## config.mk

```make
export PLATFORM = sky130hd
export DESIGN_NAME = pe_mac_win
export DESIGN_NICKNAME = d
export VERILOG_FILES = /design/src/rtl/pe_pkg.sv /design/src/rtl/mult_pipe.sv /design/src/rtl/pe_mac_win.sv
export SDC_FILE = /design/constraint.sdc
export NUM_CORES = 1
export LEC_CHECK = 0
export CORE_MARGIN = 3
export CORE_UTILIZATION = 60
export DETAILED_ROUTE_END_ITERATION = 10
export PLACE_DENSITY = 0.82
export SLEW_MARGIN = 20
export SYNTH_ARGS = -nofsm -noshare
export SYNTH_HDL_FRONTEND = slang
export SYNTH_SLANG_ARGS = --single-unit
```

## constraint.sdc

```tcl
create_clock -name iClk -period 8.8 [get_ports iClk]
set_input_delay 1.32 -clock iClk [delete_from_list [all_inputs] [get_ports iClk]]
set_output_delay 1.32 -clock iClk [all_outputs]
set_load 0.01 [all_outputs]
```

## src/rtl/pe_pkg.sv

```systemverilog
// Shared defaults and saturation-limit helpers for the MAC processing element.
package pe_pkg;

  localparam int unsigned DefDataW   = 8;
  localparam int unsigned DefWgtW    = 8;
  localparam int unsigned DefAccW    = 20;
  localparam int unsigned DefMultLat = 2;
  localparam int unsigned DefDepth   = 4;

  // Widest accumulator the helpers can describe; callers slice the low bits.
  localparam int unsigned MaxAccW = 64;

  // Largest two's-complement value in w bits: 2^(w-1)-1.
  function automatic logic [MaxAccW-1:0] sat_max_s(input int unsigned w);
    logic [MaxAccW-1:0] v;
    v = '0;
    for (int i = 0; i < int'(MaxAccW); i++) begin
      if (i < int'(w) - 1) v[i] = 1'b1;
    end
    return v;
  endfunction

  // Most negative two's-complement value in w bits: -2^(w-1).
  function automatic logic [MaxAccW-1:0] sat_min_s(input int unsigned w);
    logic [MaxAccW-1:0] v;
    v = '0;
    for (int i = 0; i < int'(MaxAccW); i++) begin
      if (i == int'(w) - 1) v[i] = 1'b1;
    end
    return v;
  endfunction

  // Largest unsigned value in w bits: 2^w-1.
  function automatic logic [MaxAccW-1:0] sat_max_u(input int unsigned w);
    logic [MaxAccW-1:0] v;
    v = '0;
    for (int i = 0; i < int'(MaxAccW); i++) begin
      if (i < int'(w)) v[i] = 1'b1;
    end
    return v;
  endfunction

endpackage

```

## src/rtl/mult_pipe.sv

```systemverilog
// Operand multiplier with valid/signed tags carried through MULT_LAT stages.
module mult_pipe
  import pe_pkg::*;
#(
  parameter int unsigned DATA_W   = DefDataW,
  parameter int unsigned WGT_W    = DefWgtW,
  parameter int unsigned MULT_LAT = DefMultLat
) (
  input  logic                      iClk,
  input  logic                      iRst,
  input  logic                      iClear,
  input  logic                      iValid,
  input  logic                      iSigned,
  input  logic [DATA_W-1:0]         iData,
  input  logic [WGT_W-1:0]          iWeight,
  output logic                      oValid,
  output logic                      oSigned,
  output logic [DATA_W+WGT_W-1:0]   oProd
);

  localparam int unsigned ProdW = DATA_W + WGT_W;

  logic [ProdW-1:0]    w_a;
  logic [ProdW-1:0]    w_b;
  logic [ProdW-1:0]    w_prod;

  logic [MULT_LAT-1:0] r_vld;
  logic [MULT_LAT-1:0] r_sgn;
  logic [ProdW-1:0]    r_prod [MULT_LAT];

  // Extend both operands to the full product width; the low ProdW bits of the
  // modular product are then correct for both signed and unsigned operands.
  always_comb begin
    w_a    = {{WGT_W{iSigned & iData[DATA_W-1]}}, iData};
    w_b    = {{DATA_W{iSigned & iWeight[WGT_W-1]}}, iWeight};
    w_prod = w_a * w_b;
  end

  // Product/tag shift register; a clear kills every in-flight tag and the
  // pair offered in the same cycle.
  always_ff @(posedge iClk) begin
    if (iRst) begin
      r_vld <= '0;
      r_sgn <= '0;
      for (int i = 0; i < int'(MULT_LAT); i++) r_prod[i] <= '0;
    end else begin
      r_vld[0]  <= iValid & ~iClear;
      r_sgn[0]  <= iSigned;
      r_prod[0] <= w_prod;
      for (int i = 1; i < int'(MULT_LAT); i++) begin
        r_vld[i]  <= r_vld[i-1] & ~iClear;
        r_sgn[i]  <= r_sgn[i-1];
        r_prod[i] <= r_prod[i-1];
      end
    end
  end

  assign oValid  = r_vld[MULT_LAT-1];
  assign oSigned = r_sgn[MULT_LAT-1];
  assign oProd   = r_prod[MULT_LAT-1];

endmodule

```

## src/rtl/pe_mac_win.sv

```systemverilog
// Systolic PE: forwards operands and accumulates DEPTH products per window
// with saturation, reporting each completed window as a one-cycle pulse.
module pe_mac_win
  import pe_pkg::*;
#(
  parameter int unsigned DATA_W   = DefDataW,
  parameter int unsigned WGT_W    = DefWgtW,
  parameter int unsigned ACC_W    = DefAccW,
  parameter int unsigned MULT_LAT = DefMultLat,
  parameter int unsigned DEPTH    = DefDepth
) (
  input  logic              iClk,
  input  logic              iRst,
  input  logic              iValid,
  input  logic [DATA_W-1:0] iData,
  input  logic [WGT_W-1:0]  iWeight,
  input  logic              iSigned,
  input  logic              iClearAcc,
  output logic              oValid,
  output logic [DATA_W-1:0] oData,
  output logic [WGT_W-1:0]  oWeight,
  output logic [ACC_W-1:0]  oAcc,
  output logic              oAccValid,
  output logic              oSat
);

  localparam int unsigned ProdW = DATA_W + WGT_W;
  localparam int unsigned CntW  = $clog2(DEPTH);

  localparam logic [CntW-1:0] LastCnt = CntW'(DEPTH - 1);

  localparam logic [MaxAccW-1:0] SMaxFull = sat_max_s(ACC_W);
  localparam logic [MaxAccW-1:0] SMinFull = sat_min_s(ACC_W);
  localparam logic [MaxAccW-1:0] UMaxFull = sat_max_u(ACC_W);
  localparam logic [ACC_W-1:0]   SMax     = SMaxFull[ACC_W-1:0];
  localparam logic [ACC_W-1:0]   SMin     = SMinFull[ACC_W-1:0];
  localparam logic [ACC_W-1:0]   UMax     = UMaxFull[ACC_W-1:0];

  if (ACC_W < DATA_W + WGT_W) begin : g_bad_acc_w
    $error("pe_mac_win: ACC_W must be at least DATA_W+WGT_W");
  end
  if (ACC_W > MaxAccW) begin : g_wide_acc_w
    $error("pe_mac_win: ACC_W exceeds helper width");
  end
  if (MULT_LAT < 1 || MULT_LAT > 4) begin : g_bad_lat
    $error("pe_mac_win: MULT_LAT must be in 1..4");
  end
  if (DEPTH < 2 || DEPTH > 65535) begin : g_bad_depth
    $error("pe_mac_win: DEPTH must be in 2..65535");
  end

  logic             w_pvld;
  logic             w_psgn;
  logic [ProdW-1:0] w_prod;
  logic [ACC_W-1:0] w_ext;
  logic [ACC_W:0]   w_sum_s;
  logic [ACC_W:0]   w_sum_u;
  logic [ACC_W-1:0] w_add_res;
  logic             w_add_sat;

  logic [DATA_W-1:0] r_data;
  logic [WGT_W-1:0]  r_weight;
  logic              r_valid;
  logic [ACC_W-1:0]  r_acc;
  logic [CntW-1:0]   r_cnt;
  logic              r_sat;
  logic [ACC_W-1:0]  r_acc_out;
  logic              r_acc_valid;
  logic              r_sat_out;

  mult_pipe #(
    .DATA_W   (DATA_W),
    .WGT_W    (WGT_W),
    .MULT_LAT (MULT_LAT)
  ) u_mult_pipe (
    .iClk    (iClk),
    .iRst    (iRst),
    .iClear  (iClearAcc),
    .iValid  (iValid),
    .iSigned (iSigned),
    .iData   (iData),
    .iWeight (iWeight),
    .oValid  (w_pvld),
    .oSigned (w_psgn),
    .oProd   (w_prod)
  );

  // Saturating add of the extended product; range follows this product's tag.
  always_comb begin
    if (w_psgn) w_ext = ACC_W'($signed(w_prod));
    else        w_ext = ACC_W'(w_prod);
    w_sum_s   = {r_acc[ACC_W-1], r_acc} + {w_ext[ACC_W-1], w_ext};
    w_sum_u   = {1'b0, r_acc} + {1'b0, w_ext};
    w_add_res = w_sum_u[ACC_W-1:0];
    w_add_sat = 1'b0;
    if (w_psgn) begin
      w_add_res = w_sum_s[ACC_W-1:0];
      if (w_sum_s[ACC_W] != w_sum_s[ACC_W-1]) begin
        w_add_sat = 1'b1;
        w_add_res = w_sum_s[ACC_W] ? SMin : SMax;
      end
    end else if (w_sum_u[ACC_W]) begin
      w_add_sat = 1'b1;
      w_add_res = UMax;
    end
  end

  // Unconditional one-cycle operand forwarding to neighbouring PEs.
  always_ff @(posedge iClk) begin
    if (iRst) begin
      r_valid  <= 1'b0;
      r_data   <= '0;
      r_weight <= '0;
    end else begin
      r_valid  <= iValid;
      r_data   <= iData;
      r_weight <= iWeight;
    end
  end

  // Window accumulator: the last product of a window publishes the result and
  // restarts the window in the same edge so the next product is not dropped.
  always_ff @(posedge iClk) begin
    if (iRst) begin
      r_acc       <= '0;
      r_cnt       <= '0;
      r_sat       <= 1'b0;
      r_acc_out   <= '0;
      r_acc_valid <= 1'b0;
      r_sat_out   <= 1'b0;
    end else begin
      r_acc_valid <= 1'b0;
      if (iClearAcc) begin
        r_acc <= '0;
        r_cnt <= '0;
        r_sat <= 1'b0;
      end else if (w_pvld) begin
        if (r_cnt == LastCnt) begin
          r_acc_out   <= w_add_res;
          r_sat_out   <= r_sat | w_add_sat;
          r_acc_valid <= 1'b1;
          r_acc       <= '0;
          r_cnt       <= '0;
          r_sat       <= 1'b0;
        end else begin
          r_acc <= w_add_res;
          r_cnt <= r_cnt + CntW'(1);
          r_sat <= r_sat | w_add_sat;
        end
      end
    end
  end

  assign oValid    = r_valid;
  assign oData     = r_data;
  assign oWeight   = r_weight;
  assign oAcc      = r_acc_out;
  assign oAccValid = r_acc_valid;
  assign oSat      = r_sat_out;

endmodule

```

**Yosys cells after proc, flatten, opt, wreduce, memory -nomap -nowiden**

Memory sizes are Yosys's and may differ from the RTL's.
Index checks and enable logic that the tools add are counted.

- Bits in registers: 66
- Bits in writable memories: 32
- Bits of input ports: 21
- Word-level logic and storage cells: 47
- Memories: 1

- Add/sub/neg operators: 3
- Multiply operators: 1
- Eq/ne operators: 2
- Multiplexer cells: 17
- Bitwise gates (word level): 9
- Reduce and logical (&&, ||, !) cells: 3

Memories:

| name | depth | bits a word | rd ports | clocked after Yosys merged registers in | write ports | RTL line | text |
|---|---|---|---|---|---|---|---|
| u_mult_pipe.r_prod | 2 | 16 | 2 | 0 | 2 | mult_pipe.sv:29 | `logic [ProdW-1:0] r_prod [MULT_LAT];` |

Operators by type and width:

| operator | number |
|---|---|
| 2-to-1 mux 20 bit | 6 |
| adder 20 x 20 -> 21 bit | 2 |
| 2-to-1 mux 16 bit | 2 |
| multiplier 9 x 9 -> 16 bit | 1 |
| 2-to-1 mux 1 bit | 8 |
| AND 1 bit | 4 |
| bitwise OR 1 bit | 3 |
| AND reduction 3 bit | 1 |
| OR reduction 3 bit | 1 |
| adder 2 x 1 -> 2 bit (second input constant) | 1 |
| equality test 2 bit (second input constant) | 1 |
| 2-to-1 mux 2 bit | 1 |
| inverter 1 bit | 2 |
| OR reduction 2 bit | 1 |
| inequality test 1 bit | 1 |

**Depth between registers and ports, before layout**

- Word-level depth: 7
- Gate-level depth with buffers: 21
- Mapped depth without buffers: 20

**Cells and area by module**

A second synthesis with hierarchy kept.

- Cell total of the unflattened synthesis: 807
- Area total of the unflattened synthesis: 7199.4 µm²

By module, submodules not included:

| module | instances | cells each | area each (µm²) |
|---|---|---|---|
| mult_pipe | 1 | 417 | 3851.2 |
| pe_mac_win | 1 | 390 | 3348.2 |

**Least setup slack after synthesis**

No wires, ideal clock.

- Kind: input-to-reg
- From: in iSigned
- To: mem u_mult_pipe.r_prod[0][14] in the netlist's numbering
- Arrival: 6.122 ns
- Required time: 8.672 ns
- Setup slack: 2.550 ns
- Cell stages on the path: 19
- Path buffers: 1
- Cell sequence: clkbuf_1 > nand2_1 > or2_2 > fa_1 > fa_1 > inv_1 > fa_1 > fa_1 > inv_1 > fa_1 > inv_1 > ha_1 > inv_1 > o21ai_0 > a2111o_1 > o311a_1 > a31oi_1 > xor2_1 > nor2_1

RTL lines:

| element | RTL line | text |
|---|---|---|
| start, declared | pe_mac_win.sv:17 | `input logic iSigned,` |
| end, declared | mult_pipe.sv:29 |  |

==> results by group <==
Status
  – Status: complete, no violations

Detailed routing
  – Initial DRC count: between 200 and 300
  – Detail Route Antenna Nets: 0
  – DRT Wirelength: 14500 um
  – Vias per Instance: between 5 and 6
  – WL/cell: 15.5 um
  – DRC: 0
  – Router iterations before antenna repair: 5
  – Vias: 5194

Power
  – Power per cell area: 206 nW/um^2
  – Power after layout: 1.62 mW
  – Internal: 1.06 mW
  – Clock share of power: 25.9%
  – Net switching power: 0.556 mW
  – Reg power frac: a little under a third
  – Leakage: roughly 3.4 nW
  – Gate power share: 43.3%
  – Maximum VDD drop: 122 uV
  – Switching share of power: roughly a third

Synthesis
  – Most common cell in the netlist: dfxtp_1
  – Area fraction of the dominant cell type after synthesis: roughly 28%
  – Cell Area, Synth: ~6900 um^2
  – Syn_nets: 896
  – Mean post-synth cell area: 9.15 um^2
  – EDFF count, synth: 0
  – Synth area leaders: dfxtp_1, fa_1, ha_1
  – Yosys reg bits: between 90 and 100
  – Dominant cell type by area after synthesis: dfxtp_1
  – Register area share after synthesis: about 28%
  – Syn Inst Count: roughly 760
  – Share of flip-flops with an asynchronous set or reset: 0%
  – Primary FF master, synth: dfxtp_1
  – Distinct cells, synth: between 50 and 60
  – Yosys warning total: 0
  – Synth top cells by count: dfxtp_1, inv_1, nand2_1

STA
  – Setup TNS: 0 ns
  – Final hold vios: 0
  – Fmax: between 100 and 150 MHz
  – Clock skew: ~0.0063 ns
  – Relative slew margins: 30.5%
  – Final min period: between 6 and 7 ns
  – Tcrit/Tclk final: ~77%
  – Final setup fails: 0
  – Fin. max-slew vios: 0
  – Least-Margin Pin Slew: between 1 and 1.5 ns
  – Hold slack: about 0.43 ns
  – Setup ws final: just over 2 ns
  – RSZ-0062 raised after global routing: no

Cells and area
  – Final nets: 930
  – Number of fillers in the final layout: about 820
  – Area grow syn2layout: 13.6%
  – Diodes inserted: 0
  – Area of the multi-input gates: ~4500 um^2
  – Share of cells above drive strength 1: under 10%
  – Register area: about 2000 um^2

Global route
  – Initial antenna violation count: 0
  – GRT Total Usage: roughly a quarter
  – Vias in the first global route: 5391
  – Largest net degree at the start of global routing: 78
  – First-pass GRT wire length: around 25000 um
  – Grt ovf: 0

Flow run
  – Max Cap Violations: 0

Floorplanning
  – Die ar.: 12900 um^2
  – Rows: 38
  – Core ar.: 11100 um^2
  – Chip Width: roughly 110 um
  – Initial core utilization: a little over three fifths
  – Die height: around 110 um
  – # IOs: 60

Worst setup path
  – Worst setup EP type: register
  – Worst R2R End: r_acc[3]
  – Worst r2r path cells: 11
  – CP max FO: 11
  – Worst path arrival time: between 6 and 7 ns
  – Critical path destination: u_mult_pipe.r_prod[0][15]
  – Worst reg2reg path startpoint: r_acc[0]
  – Worst R2R Setup Slack: 5.23 ns
  – CP startpoint: iWeight[7]
  – CP required: 9.01 ns
  – Worst setup SP type: input port
  – Worst Path Class, Setup: in2reg

Clock tree
  – CTS tree: yes
  – Resize count post-CTS: 0
  – Clock tree sinks: around 100
  – Cts hold-fix bufs: 0
  – Inserted Clock Buffers: 9
  – Post-CTS Setup Bufs: 0
  – Root Driver: clkbuf_16
  – Latest clock arrival within the worst-skew pair: between 0.3 and 0.4 ns
  – Clock transition at path regs: approximately 0.070 ns
  – Clock tree buffer depth: 2
  – CTS H-tree lvls: 3

Min path
  – Tightest Hold Check Type: reg2reg
  – Hold path depth: 1

Placed design
  – Place WS: roughly 1.7 ns
  – GP Congestion: between 1 and 1.5
  – Hpwl dp: around 11000 um
  – PortBufs: just under 60
## routing by layer
metal  up-vias  track usage, %  wire length, um
met5         -               0                0
met4         0            9.78              423
met3        37            4.93              649
met2       136            42.9             7510
met1      2479            28.5             5950
li1       2542               -                -
## metrics by stage
step / instances / area [um^2] / util (%)
after detailed placement: 920 / 7540 / 68.1
after global routing: 935 / 7870 / 71.0
after global placement: 920 / 7540 / 68.1
after CTS: 935 / 7860 / 71.0
after floorplan: 757 / 6930 / -
final: 935 / 7870 / 71.0
## final cells by class
type                            count  share of cell area [%]
Clock buffer                       10                    3.04
Clock inverter                      5                    1.00
Inverter                           78                    3.72
Multi-Input combinational cell    541                    57.2
Sequential cell                    98                    24.9
Tap cell                          140                    2.23
Timing Repair Buffer               63                    7.83
## power by group through the flow
stage          clock (mW)  combinational [mW]  sequential, mW
2_1_floorplan           0               0.542           0.507
3_3_place_gp            0               0.651           0.509
3_5_place_dp            0               0.696           0.510
4_1_cts             0.427               0.710           0.500
5_1_grt             0.446               0.803           0.503
6_report            0.419               0.701           0.500
## cell usage in the layout (no fill, tap or decap), types with 5 or more instances in the layout
master	instances
nor3_1	6
nor2b_1	47
clkdlybuf4s50_1	58
dfxtp_1	98
nor2_1	53
o21ai_0	20
xnor2_1	30
nand4_1	5
and3_1	5
ha_1	54
o211ai_1	12
a211oi_1	10
a21o_1	9
a21oi_1	27
nand3_1	10
nand2_1	69
o21ai_1	9
inv_1	78
clkbuf_16	9
a31oi_1	8
and2_1	42
a211oi_2	12
fa_1	64
## flip-flops by register name (all words and copies together), names as in the netlist, 2 cells and up
name,flops
oData,8
u_mult_pipe.r_vld,2
r_acc,20
r_cnt,2
u_mult_pipe.r_sgn,2
u_mult_pipe.r_prod,32
oAcc,20
oWeight,8
## worst min path at each step
stage,endpoint,start
finish,u_mult_pipe.r_vld[1],u_mult_pipe.r_vld[0]
global route,u_mult_pipe.r_prod[0][19],u_mult_pipe.r_prod[0][3]
CTS,u_mult_pipe.r_vld[1],u_mult_pipe.r_vld[0]
detailed placement,u_mult_pipe.r_vld[1],u_mult_pipe.r_vld[0]
global placement,u_mult_pipe.r_vld[1],u_mult_pipe.r_vld[0]
floorplan,u_mult_pipe.r_vld[1],u_mult_pipe.r_vld[0]
## cells by family (layout without fill, tap and decap cells)
logic type | count (synthesis) | in the layout | synth area share [%]
multiplexers | 3 | 3 | 0.434
adder cells (fa/ha/maj) | 118 | 118 | 28.3
flip-flops | 98 | 98 | 28.3
buffers and inverters | 118 | 156 | 6.85
XOR/XNOR | 34 | 34 | 4.30
AO/OA/AOI/OAI | 130 | 130 | 13.3
AND/OR/NAND/NOR | 256 | 256 | 18.6
## critical path, stage by stage
cell and delay (ns):
clkdlybuf4s50_1 0.69, nand2_1 0.29, or2_2 0.37, fa_1 0.51
fa_1 0.54, inv_1 0.05, fa_1 0.50, fa_1 0.54
inv_1 0.05, fa_1 0.50, inv_1 0.05, ha_1 0.29
o21ai_0 0.12, a21boi_0 0.28, o21ai_0 0.19, a21oi_1 0.31
a31oi_1 0.15, xnor2_1 0.17, nor2_1 0.05
No activity file was read; power rests on OpenSTA's default activity.
